[src/rtl/nibble_key_stream.sv]
// rtl/nibble_key_stream.sv - Galois-LFSR keystream sequencer feeding a 4-bit XOR stage
// One key nibble per accepted data nibble; single-entry valid/ready output register.
module nibble_key_stream #(
    parameter int                SEED_W = 16,
    parameter logic [SEED_W-1:0] TAPS   = 16'hB400,
    parameter int                CNT_W  = 8
) (
    input  logic              i_clk,
    input  logic              i_nreset,
    input  logic              i_seed_load,
    input  logic [SEED_W-1:0] i_seed,
    output logic              o_seed_err,
    input  logic              i_in_valid,
    input  logic [3:0]        i_in_data,
    input  logic              i_in_last,
    output logic              o_in_ready,
    output logic [3:0]        o_xor_word,
    output logic [3:0]        o_xor_key,
    input  logic [3:0]        i_xor_out,
    output logic              o_out_valid,
    output logic [3:0]        o_out_data,
    output logic              o_out_last,
    input  logic              i_out_ready,
    output logic              o_busy,
    output logic [CNT_W-1:0]  o_word_cnt
);

    typedef enum logic [1:0] {
        ST_IDLE  = 2'd0,
        ST_RUN   = 2'd1,
        ST_DRAIN = 2'd2
    } state_t;

    state_t              r_state;
    state_t              w_state_nxt;
    logic [SEED_W-1:0]   r_lfsr;
    logic [SEED_W-1:0]   w_lfsr_step;
    logic                r_out_valid;
    logic [3:0]          r_out_data;
    logic                r_out_last;
    logic                r_seed_err;
    logic [CNT_W-1:0]    r_word_cnt;
    logic                w_accept;
    logic                w_out_take;
    logic                w_seed_ok;
    logic                w_seed_bad;

    assign w_seed_ok   = (r_state == ST_IDLE) && i_seed_load && (i_seed != '0);
    assign w_seed_bad  = (r_state == ST_IDLE) && i_seed_load && (i_seed == '0);
    assign o_in_ready  = (r_state == ST_RUN) && (!r_out_valid || i_out_ready);
    assign w_accept    = i_in_valid && o_in_ready;
    assign w_out_take  = r_out_valid && i_out_ready;
    assign w_lfsr_step = (r_lfsr >> 1) ^ (r_lfsr[0] ? TAPS : '0);

    assign o_xor_word  = i_in_data;
    assign o_xor_key   = r_lfsr[3:0];
    assign o_out_valid = r_out_valid;
    assign o_out_data  = r_out_data;
    assign o_out_last  = r_out_last;
    assign o_seed_err  = r_seed_err;
    assign o_busy      = (r_state != ST_IDLE);
    assign o_word_cnt  = r_word_cnt;

    always_ff @(posedge i_clk or negedge i_nreset) begin
        if (!i_nreset) begin
            r_state <= ST_IDLE;
        end else begin
            r_state <= w_state_nxt;
        end
    end

    always_comb begin
        w_state_nxt = r_state;
        case (r_state)
            ST_IDLE:  if (w_seed_ok)               w_state_nxt = ST_RUN;
            ST_RUN:   if (w_accept && i_in_last)   w_state_nxt = ST_DRAIN;
            ST_DRAIN: if (w_out_take)              w_state_nxt = ST_IDLE;
            default:                               w_state_nxt = ST_IDLE;
        endcase
    end

    always_ff @(posedge i_clk or negedge i_nreset) begin
        if (!i_nreset) begin
            r_lfsr      <= SEED_W'(1);
            r_out_valid <= 1'b0;
            r_out_data  <= 4'h0;
            r_out_last  <= 1'b0;
            r_seed_err  <= 1'b0;
            r_word_cnt  <= '0;
        end else begin
            r_seed_err <= w_seed_bad;
            if (w_seed_ok) begin
                r_lfsr     <= i_seed;
                r_word_cnt <= '0;
            end
            // An accept in the same cycle as a downstream take simply reloads the register.
            if (w_accept) begin
                r_out_data  <= i_xor_out;
                r_out_last  <= i_in_last;
                r_out_valid <= 1'b1;
                r_lfsr      <= w_lfsr_step;
                if (!(&r_word_cnt)) begin
                    r_word_cnt <= r_word_cnt + CNT_W'(1);
                end
            end else if (w_out_take) begin
                r_out_valid <= 1'b0;
            end
        end
    end

endmodule
[config.mk]
export PLATFORM = sky130hd
export DESIGN_NAME = nibble_key_stream
export DESIGN_NICKNAME = d
export VERILOG_FILES = /design/src/rtl/nibble_key_stream.sv
export SDC_FILE = /design/constraint.sdc
export NUM_CORES = 1
export LEC_CHECK = 0
export ABC_AREA = 1
export CORE_ASPECT_RATIO = 0.6
export CORE_UTILIZATION = 50
export DETAILED_ROUTE_END_ITERATION = 16
export PLACE_DENSITY = 0.86
export SYNTH_ARGS = -nofsm -noshare
export SYNTH_HDL_FRONTEND = slang
export SYNTH_SLANG_ARGS = --single-unit
[constraint.sdc]
create_clock -name i_clk -period 2.36 [get_ports i_clk]
set_input_delay 0.472 -clock i_clk [delete_from_list [all_inputs] [get_ports i_clk]]
set_output_delay 0.472 -clock i_clk [all_outputs]
set_load 0.02 [all_outputs]
==> results.cfg, run 1 <==
[route]
drcViolationCount = 0
viasPerCell = 4.76
ant_nets = 0
drt_iter0_markers = 107
num_vias = 1556
wirelength_um = 3640
wl_per_cell_um = 11.1
drtPass1Iterations = 4

[clock_network]
clk_latency_ps = 290
clockRootBuffer = clkbuf_8
path_clk_slew_ps = 70
cts_tree = done
post_cts_buffers = 0
cts_hold_buf = 0
clk_path_buf_depth = 2
cts_sinks = 33
cts_buffers = 5
post_cts_resized = 0
cts_max_level = 2

[timing]
fmax_ghz = 0.439
holdWs_ps = 473
period_needed_ps = 2280
slew_headroom = 0.718
setup_ws_ps = 83.3
fin_skew_ps = 7.30
drv_slew = 0
finalHoldViolations = 0
tns_ps = 0
rsz0062_at_grt = no
setup_viol = 0
fin_crit_sh = 0.965
worst_pin_slew_ps = 422

[setup_path]
crit_required_ps = 1890
critPathBufInv = 4
arrival_ps = 1800
startpoint_type = primary input
critPathSlowestCell = clkdlybuf4s50_1
path_delay_family = buffers and inverters
slowest_delay_ps = 590
path_class = in2out
path_cells = clkdlybuf4s50_1 > inv_1 > nand2_1 > nand2_2 > inv_1 > clkdlybuf4s50_1
crit_path_max_fanout = 2
cp-end-kind = primary output

[cells_and_area]
fin_util = 0.689
area_growth_syn_to_layout_pct = 26.7
layout.nets = 312
final_layout_size_suffix_gt1_frac = 0.106
fin_cells = 327
diodes = 0
stdcell_area_mm2 = 0.00233

[power_and_ir_drop]
leakage_nw = 1.12
finalPower_mw = 2.61
power_frac_seq = 0.351
power_frac_comb = 0.492
internal-power_mw = 1.52
power_density_mw_per_mm2 = 1120
peakVddDrop_mv = 0.553
netSwitchingFraction = 0.417
power.share.clock = 0.157
p_sw_mw = 1.09

[die]
die_h_um = 49.0
die-width_um = 80.3
io_pins = 55
placementRows = 16
die-area_mm2 = 0.00394
start_util = 0.544
core_area_mm2 = 0.00338

[global_routing]
grt_pass1_vias = 1397
grt_max_degree = 34
track_usage = 0.211
grt_antenna_before_repair = 0
grt_pass1_wl_um = 6150
grt_overflow = 0

[synthesis]
syn-num-nets = 271
synth_area_per_cell_um2 = 7.67
synth_area_mm2 = 0.00184
synth-seq-cells = 33
ys_seq_area_frac = 0.449
synth_area_leader_cell = dfrtp_1
synth_cell_types = 24
syn_inst = 240
ys_warn_count = 0
synthTopCellsByArea = dfrtp_1, nand2_1, inv_1, o21ai_2, nand3_1
synth_top_cell_area_share = 0.435

[placement]
place_area_mm2 = 0.00225
hpwlAfterDp_um = 2700
place_inst = 319
preCtsSetupSlack_ps = 81.6
io_buffers = 46
gp_congestion = 0.825

[min_path]
hp-class = reg2reg

[flow_run]
maxCapViolations = 0

[run_status]
status = completed
==> layout make-up <==
cell class	instances	area, um^2
Clock buffer	6	72.6
Clock inverter	2	10.0
Fill cell	275	1050
Inverter	28	105
Multi-Input combinational cell	163	771
Sequential cell	33	827
Tap cell	45	56.3
Timing Repair Buffer	50	490
==> flip-flops by register name, indices dropped and copies added, names as in the netlist <==
signal / flops
o_out_data: 4
o_out_valid: 1
r_state: 2
r_lfsr: 16
o_out_last: 1
o_seed_err: 1
o_word_cnt: 8
==> synth_stat cells <==
master and n:
buf_2 2, nand4_1 1, o21ai_2 10, dfstp_2 1
nand3_1 14, a21oi_1 3, a21oi_2 1, o22ai_1 1
o21ai_1 12, buf_6 6, nor2_4 1, inv_2 2
nor2_1 17, ha_1 1, nand2_1 89, inv_1 26
nand2_4 2, nand2_2 1, nor3_1 2, o21ai_0 3
xor2_1 4, nor2_2 1, buf_4 8, dfrtp_1 32
==> worst paths after layout <==
| path | start | to | slack [ps] | depth (start not counted) |
|---|---|---|---|---|
| min in group asynchronous | i_nreset | r_lfsr[15]$_DFFE_PN0P_ | 580 | 2 |
| worst min register to register | o_out_last$_DFFE_PN0N_ | o_out_last$_DFFE_PN0N_ | 470 | 2 |
| max in group asynchronous | i_nreset | r_lfsr[0]$_DFFE_PN1P_ | 1450 | 2 |
| worst max-delay path | i_out_ready | o_in_ready | 80 | 6 |
| worst min-delay path | o_out_last$_DFFE_PN0N_ | o_out_last$_DFFE_PN0N_ | 470 | 2 |
| worst max register to register | r_state[1]$_DFFE_PN0P_ | r_lfsr[15]$_DFFE_PN0P_ | 890 | 9 |
==> layout by cell type (no fill, tap or decap), drive strengths merged, types with 2 or more instances in the layout <==
master         count
nor2              19
o21ai             25
a21oi              4
clkinv             2
clkdlybuf4s50     46
xor2               4
buf                4
clkbuf             6
nand2             92
nand3             14
dfrtp             32
inv               28
nor3               2
==> metal layers <==
metal	vias up	GRT usage	wire, um
met4	0	0.0506	34
li1	812	-	-
met2	42	0.295	1500
met3	4	0.0916	234
met5	-	0	0
met1	698	0.299	1870
==> logic make-up after synthesis <==
group | synth area share
xor+xnor | 0.0190
simple gates | 0.288
flops | 0.449
compound gates | 0.105
fa+ha+maj | 0.00680
buf+inv | 0.132
==> worst register-to-register path: stages (launching register included) <==
cell     delay [ps]
dfrtp_1         410
nor2_2          160
nand2_2          90
nor2_4          110
inv_2            90
buf_4           230
nand2_1          90
o21ai_1          60
nand2_1          70
o21ai_2          60
==> power by group through the flow <==
stage	clock, mW	combinational (mW)	sequential (mW)
after floorplan	0	0.888	0.991
after CTS	0.420	1.29	0.916
after detailed placement	0	1.29	0.924
after global placement	0	1.25	0.917
after global routing	0.449	1.42	0.944
final	0.411	1.28	0.917
No activity file was read; power rests on OpenSTA's default activity.
==> run 2, diff against run 1 <==
--- a/config.mk
+++ b/config.mk
@@ -9,6 +9,7 @@
 export CORE_ASPECT_RATIO = 0.6
 export CORE_UTILIZATION = 50
 export DETAILED_ROUTE_END_ITERATION = 16
+export HOLD_SLACK_MARGIN = 0.15
 export PLACE_DENSITY = 0.86
 export SYNTH_ARGS = -nofsm -noshare
 export SYNTH_HDL_FRONTEND = slang
==> results of run 2 <==
Final layout, timing and power as in run 1 (identical DEF).
